### src/rtl/priority_capture_pkg.sv
// Shared definitions for the priority-encoder code capture block.
//   captureStateT : capture FSM states
//   CODE_W        : width of the encoder code
//   countWidth()  : width needed to hold a FIFO fill level of 0..depth
package priority_capture_pkg;

  localparam int CODE_W = 3;

  typedef enum logic [1:0] {
    IDLE    = 2'd0,
    SETTLE  = 2'd1,
    HOLD    = 2'd2,
    RELEASE = 2'd3
  } captureStateT;

  function automatic int countWidth(input int depth);
    return $clog2(depth + 1);
  endfunction

endpackage

### src/rtl/priority_code_capture_fifo.sv
// code_fifo: small synchronous FIFO with first-word fall-through head.
// Ports:
//   clock, reset      : rising-edge clock, synchronous active-high reset
//   push, pushData    : write request and data (ignored when full unless popping)
//   pop               : read request (ignored when empty)
//   head              : entry at the read pointer, valid whenever !empty
//   count             : number of stored entries
//   full, empty       : fill-level flags
module code_fifo #(
  parameter int FIFO_DEPTH = 4,
  parameter int WIDTH      = 3
) (
  input  logic                            clock,
  input  logic                            reset,
  input  logic                            push,
  input  logic [WIDTH-1:0]                pushData,
  input  logic                            pop,
  output logic [WIDTH-1:0]                head,
  output logic [$clog2(FIFO_DEPTH+1)-1:0] count,
  output logic                            full,
  output logic                            empty
);

  localparam int PTR_W = $clog2(FIFO_DEPTH);
  localparam int CNT_W = $clog2(FIFO_DEPTH + 1);

  logic [WIDTH-1:0] mem [FIFO_DEPTH];
  logic [PTR_W-1:0] wrPtr;
  logic [PTR_W-1:0] rdPtr;
  logic             doPush;
  logic             doPop;

  assign full  = (count == CNT_W'(FIFO_DEPTH));
  assign empty = (count == '0);
  assign head  = mem[rdPtr];

  // A pop frees a slot on the same edge, so a push into a full FIFO is
  // accepted when it coincides with a pop.
  assign doPop  = pop && !empty;
  assign doPush = push && (!full || doPop);

  // Depth is a power of two, so pointers wrap by natural overflow.
  always_ff @(posedge clock) begin
    if (reset) begin
      wrPtr <= '0;
      rdPtr <= '0;
      count <= '0;
    end else begin
      if (doPush) wrPtr <= wrPtr + 1'b1;
      if (doPop)  rdPtr <= rdPtr + 1'b1;
      case ({doPush, doPop})
        2'b10:   count <= count + 1'b1;
        2'b01:   count <= count - 1'b1;
        default: count <= count;
      endcase
    end
  end

  // NOTE: storage is deliberately not reset; entries are only observable
  // through the pointers and count, which are reset, so clearing the array
  // would add a reset net to every bit for no functional gain.
  always_ff @(posedge clock) begin
    if (doPush) mem[wrPtr] <= pushData;
  end

endmodule

### src/rtl/priority_code_capture.sv
// priority_code_capture: synchronises and debounces the active-low outputs of
// the lab-board 8-to-3 priority encoder, captures one true-polarity code per
// distinct press and buffers it in a valid/ready FIFO.
// Ports:
//   clock, reset   : rising-edge clock, synchronous active-high reset
//   codeN, groupN  : asynchronous encoder code / group request, active-low
//   codeOut        : head-of-FIFO code (true polarity), 0 when codeValid=0
//   codeValid      : FIFO not empty
//   codeReady      : consumer takes the head when codeValid&codeReady
//   fifoCount      : number of stored codes
//   overflow       : sticky, a capture was dropped on a full FIFO
//   clearOverflow  : clears overflow on the next edge (a new drop wins)
//   busy           : capture FSM is not in IDLE
// Build option:
//   CAPTURE_REPEAT_EN : re-push the held code every REPEAT_CYCLES while the
//                       press stays stable in HOLD (auto-repeat).
module priority_code_capture
  import priority_capture_pkg::*;
#(
  parameter int DEBOUNCE_CYCLES = 4,
  parameter int FIFO_DEPTH      = 4,
  parameter int REPEAT_CYCLES   = 16
) (
  input  logic                                 clock,
  input  logic                                 reset,
  input  logic [CODE_W-1:0]                    codeN,
  input  logic                                 groupN,
  output logic [CODE_W-1:0]                    codeOut,
  output logic                                 codeValid,
  input  logic                                 codeReady,
  output logic [countWidth(FIFO_DEPTH)-1:0]    fifoCount,
  output logic                                 overflow,
  input  logic                                 clearOverflow,
  output logic                                 busy
);

  localparam int DB_W = $clog2(DEBOUNCE_CYCLES + 1);

  if (DEBOUNCE_CYCLES < 1 || FIFO_DEPTH < 2 || (FIFO_DEPTH & (FIFO_DEPTH - 1)) != 0
      || REPEAT_CYCLES < 1) begin : gBadParams
    $error("priority_code_capture: illegal parameter combination");
  end

  // Sample layout is {group, code}; both flops reset to all-ones (inactive).
  logic [CODE_W:0]   syncA;
  logic [CODE_W:0]   syncB;
  logic [DB_W-1:0]   stableCnt;
  logic              stable;
  logic              sampleChanging;
  logic              groupS;
  logic [CODE_W-1:0] codeTrue;
  logic [CODE_W-1:0] heldCode;

  captureStateT      state;
  captureStateT      nextState;
  logic              capturePush;
  logic              repeatPush;
  logic              push;

  logic [CODE_W-1:0] fifoHead;
  logic              fifoFull;
  logic              fifoEmpty;
  logic              popFire;

  assign groupS   = syncB[CODE_W];
  assign codeTrue = ~syncB[CODE_W-1:0];
  assign stable   = (stableCnt == DB_W'(DEBOUNCE_CYCLES));

  // syncA holds the value S takes on the next edge, so comparing the two
  // stages tells us S is about to change; the counter therefore reads 0 in
  // exactly the cycle in which S differs from its previous value.
  assign sampleChanging = (syncA != syncB);

  // NOTE: every register here uses non-blocking assignment so syncB samples
  // the pre-edge value of syncA; a blocking assignment would collapse the
  // two synchroniser stages into one.
  always_ff @(posedge clock) begin
    if (reset) begin
      syncA     <= '1;
      syncB     <= '1;
      stableCnt <= '0;
      state     <= IDLE;
      heldCode  <= '0;
      overflow  <= 1'b0;
    end else begin
      syncA <= {groupN, codeN};
      syncB <= syncA;
      if (sampleChanging)  stableCnt <= '0;
      else if (!stable)    stableCnt <= stableCnt + 1'b1;
      state <= nextState;
      if (capturePush) heldCode <= codeTrue;
      // A drop on this edge takes priority over a clear request.
      if (push && fifoFull && !popFire) overflow <= 1'b1;
      else if (clearOverflow)           overflow <= 1'b0;
    end
  end

  // NOTE: defaults are assigned before the case so that every path drives
  // every output; otherwise always_comb would infer latches.
  always_comb begin
    nextState   = state;
    capturePush = 1'b0;
    case (state)
      IDLE: begin
        if (!groupS) nextState = SETTLE;
      end
      SETTLE: begin
        if (groupS) begin
          nextState = IDLE;
        end else if (stable) begin
          capturePush = 1'b1;
          nextState   = HOLD;
        end
      end
      HOLD: begin
        if (groupS)                    nextState = RELEASE;
        else if (codeTrue != heldCode) nextState = SETTLE;  // higher-priority key
      end
      RELEASE: begin
        if (!groupS)     nextState = SETTLE;
        else if (stable) nextState = IDLE;
      end
      default: nextState = IDLE;
    endcase
  end

`ifdef CAPTURE_REPEAT_EN
  localparam int RP_W = $clog2(REPEAT_CYCLES + 1);

  logic [RP_W-1:0] repeatCnt;

  assign repeatPush = (state == HOLD) && !groupS && (codeTrue == heldCode)
                      && (repeatCnt == RP_W'(REPEAT_CYCLES));

  // Cleared while outside HOLD (covers entry to HOLD) and whenever S moves.
  always_ff @(posedge clock) begin
    if (reset || state != HOLD || sampleChanging || repeatPush) repeatCnt <= '0;
    else                                                         repeatCnt <= repeatCnt + 1'b1;
  end
`else
  assign repeatPush = 1'b0;
`endif

  assign push    = capturePush || repeatPush;
  assign popFire = codeValid && codeReady;

  code_fifo #(
    .FIFO_DEPTH (FIFO_DEPTH),
    .WIDTH      (CODE_W)
  ) uFifo (
    .clock    (clock),
    .reset    (reset),
    .push     (push),
    .pushData (codeTrue),
    .pop      (codeReady),
    .head     (fifoHead),
    .count    (fifoCount),
    .full     (fifoFull),
    .empty    (fifoEmpty)
  );

  assign codeValid = !fifoEmpty;
  assign codeOut   = fifoEmpty ? '0 : fifoHead;
  assign busy      = (state != IDLE);

endmodule

### config.mk
export PLATFORM = sky130hd
export DESIGN_NAME = priority_code_capture
export DESIGN_NICKNAME = d
export VERILOG_FILES = /design/src/rtl/priority_capture_pkg.sv /design/src/rtl/priority_code_capture_fifo.sv /design/src/rtl/priority_code_capture.sv
export SDC_FILE = /design/constraint.sdc
export NUM_CORES = 1
export LEC_CHECK = 0
export ABC_AREA = 1
export CAP_MARGIN = 0
export CELL_PAD_IN_SITES_DETAIL_PLACEMENT = 0
export CELL_PAD_IN_SITES_GLOBAL_PLACEMENT = 2
export CORE_UTILIZATION = 36
export DETAILED_ROUTE_END_ITERATION = 7
export PLACE_DENSITY_LB_ADDON = 0.1
export SLEW_MARGIN = 0
export SYNTH_ARGS = -nofsm -noshare
export SYNTH_HDL_FRONTEND = slang
export SYNTH_HIERARCHICAL = 1
export SYNTH_SLANG_ARGS = --single-unit
### constraint.sdc
create_clock -name clock -period 3.2 [get_ports clock]
set_input_delay 0.64 -clock clock [delete_from_list [all_inputs] [get_ports clock]]
set_output_delay 0.64 -clock clock [all_outputs]
set_load 0.01 [all_outputs]
==> results.json <==
{
  "run_status": "finished clean",
  "path_buf_inv": 4,
  "ctsResizeCount": 0,
  "core-area_mm2": 0.00450,
  "startpoint_type": "input pin",
  "antenna_left": 0,
  "yosysMostFrequentCell": "inv_1",
  "r2r_cells": 9,
  "via_per_inst": 4.68,
  "setup_viol": 0,
  "p_leak_nw": 0.884,
  "critical_path.top_delay_family": "buffers and inverters",
  "fmax_mhz": 429,
  "r2r_start": "stableCnt[0]$_SDFFE_PP0P_",
  "min_from": "syncA[1]$_SDFF_PP1_",
  "cts-root-buf": "clkbuf_8",
  "r2r_slack_ps": 990,
  "crit_required_ps": 3380,
  "drive_gt1_frac": 0.109,
  "cap_violations": 0,
  "top_layer": "met4",
  "finalHoldViolCount": 0,
  "worst_pin_slew_ps": 391,
  "vdd.ir_drop.worst_uv": 223,
  "numCtsBuffers": 5,
  "multiInputGateArea_um2": 694,
  "clock-sinks": 38,
  "synth-seq-cells": 38,
  "rows": 24,
  "syn_inst": 215,
  "die_x_um": 71.6,
  "port_buffers": 16,
  "antenna_cells": 0,
  "avgSynthCellArea_um2": 8.11,
  "fp.dieH_um": 71.6,
  "setup-tns-final_ps": 0,
  "r2r-end": "uFifo/count[1]$_SDFFE_PP0P_",
  "clk_pin_slew_ps": 70,
  "arrival_ps": 2510,
  "synth.distinct_cells": 22,
  "pin_count": 17,
  "p_per_area_mw_per_mm2": 546,
  "start_util": 0.387,
  "drc": 0,
  "grt_pass1_vias": 1226,
  "wl_met2_um": 1410,
  "period_share": 0.728,
  "rsz0062_at_grt": "no",
  "grt_max_degree": 13,
  "synthesis.nets": 231,
  "max_slew_margin": 0.738,
  "cp-startpoint": "codeReady",
  "nFillCells": 454,
  "end_kind": "flop",
  "num_vias": 1362,
  "cpMaxStageDelayCell": "clkdlybuf4s50_1",
  "wirelength_um": 3190,
  "path_cells": "clkdlybuf4s50_1 -> inv_1 -> nand3_2 -> nand2_1 -> ha_1 -> inv_1 -> fa_1 -> inv_1 -> nand2_1 -> nand3_1 -> nand2_1 -> nand2_1 -> nor2_1",
  "cts_buffer_depth": 2,
  "wl_met3_um": 146,
  "synthTopCellsByCount": "inv_1, nand2_1, nor2_1, dfxtp_1, o21ai_0",
  "clock_skew_ps": 4.73,
  "synth.top_cells.by_area": "dfxtp_1, edfxtp_1, inv_1",
  "nets": 254,
  "path_common_cell": "nand2_1",
  "synth_edf_count": 12,
  "place_congestion": 0.779,
  "h-tree-depth": 2,
  "avgRoutedWirePerCell_um": 11.0,
  "hold_depth": 2,
  "grt.overflow.total": 0,
  "slew_viol_final": 0,
  "syn_area_mm2": 0.00174,
  "cts_tree": "built",
  "crit_type": "in -> reg",
  "wl_met1_um": 1580,
  "antenna_found_initial": 0,
  "dp_hpwl_um": 2470,
  "design_area_mm2": 0.00206,
  "postCtsSetupRepairBufs": 0,
  "area_growth_pct": 18.1,
  "drt_iter0_drc": 67,
  "synth_area_leader_cell": "dfxtp_1",
  "dpl_cell_area_mm2": 0.00197,
  "grt_pass1_wl_um": 5450,
  "holdPathEnd": "syncB[1]$_SDFF_PP1_",
  "hold_path_class": "reg -> reg",
  "yosys.area.top_type_share": 0.298,
  "clock_latency_ps": 280,
  "worstPathMaxFanout": 5,
  "ys_seq_area_frac": 0.505,
  "grt_usage": 0.140,
  "synth_flop_cell": "dfxtp_1",
  "hold_buffers": 0,
  "yosysWarnings": 6,
  "max_stage_delay_ps": 480,
  "register_area_um2": 881,
  "dr.pass1.iters": 4,
  "die_area_mm2": 0.00513,
  "async_flop_share": 0,
  "fin_crit_ps": 2330
}
-- metal layers --
| metal | vias to the layer above | track usage |
|---|---|---|
| met1 | 612 | 0.177 |
| met3 | 5 | 0.0408 |
| met4 | 0 | 0.0588 |
| met5 | - | 0 |
| met2 | 29 | 0.223 |
| li1 | 716 | - |
-- layout make-up --
class	count	area share
Clock inverter	1	0.00243
Clock buffer	7	0.0419
Tap cell	52	0.0316
Inverter	45	0.0820
Sequential cell	38	0.427
Timing Repair Buffer	16	0.0777
Multi-Input combinational cell	132	0.337
-- state kept, by name (all words and copies together) (netlist names), named ones only --
signal       count
uFifo/wrPtr      2
stableCnt        3
uFifo/rdPtr      2
uFifo/mem       12
uFifo/count      3
overflow         1
state            2
heldCode         3
syncA            4
syncB            4
-- cells in the final DEF, fill, tap and decap left out, types with 2 or more instances in the layout --
master and count:
a21oi_1 11, clkbuf_8 6, clkdlybuf4s50_1 16, dfxtp_1 26, edfxtp_1 12, ha_1 7
inv_1 40, inv_2 5, nand2_1 39, nand2_2 2, nand3_1 8, nand3_2 3
nand4_1 2, nor2_1 28, nor2_2 2, o21ai_0 15, o22ai_1 4, or2_2 5
-- worst max-delay path by stage --
stage,to,slack (ps),cells after the start
after detailed placement,uFifo/count[2]$_SDFFE_PP0P_,570,13
after CTS,codeOut[2],860,6
after global placement,uFifo/count[2]$_SDFFE_PP0P_,630,13
after global routing,uFifo/count[2]$_SDFFE_PP0P_,690,13
after floorplan,uFifo/count[2]$_SDFFE_PP0P_,1240,14
final,uFifo/count[2]$_SDFFE_PP0P_,870,13
-- cells by family (layout without fill, tap and decap cells) --
| logic type | Yosys count | in the layout | share of synthesized area |
|---|---|---|---|
| AND/OR/NAND/NOR | 92 | 92 | 0.237 |
| buffers and inverters | 45 | 69 | 0.0968 |
| flip-flops | 38 | 38 | 0.505 |
| AO/OA/AOI/OAI | 31 | 31 | 0.0940 |
| adder cells (fa/ha/maj) | 8 | 8 | 0.0617 |
| XOR/XNOR | 1 | 1 | 0.00502 |
-- through the flow --
step	hold WS (ps)	instances	setup WS [ps]	utilization	total power, W
4_1_cts	441	291	859	0.458	0.00114
3_3_place_gp	417	283	625	0.437	0.000800
5_1_grt	473	291	693	0.458	0.00120
3_5_place_dp	423	283	572	0.437	0.000804
2_1_floorplan	404	215	1240	-	0.000709
6_report	440	291	871	0.458	0.00112
-- worst reg2reg max path, stage by stage, from the launching register on --
cell     delay (ps)
dfxtp_1         310
inv_1            80
ha_1            140
nand2_1         170
nor2_4          310
nand2_1         200
ha_1            260
inv_1            90
fa_1            410
a21oi_1         160
-- power breakdown --
| part | leakage [nW] | switching (W) | total [W] | internal, W |
|---|---|---|---|---|
| sequential | 0.323 | 0.0000323 | 0.000555 | 0.000523 |
| combinational | 0.513 | 0.000128 | 0.000236 | 0.000108 |
| clock | 0.0482 | 0.000159 | 0.000333 | 0.000174 |
| total | 0.884 | 0.000320 | 0.00112 | 0.000805 |
(Power assumes the default switching activity.)
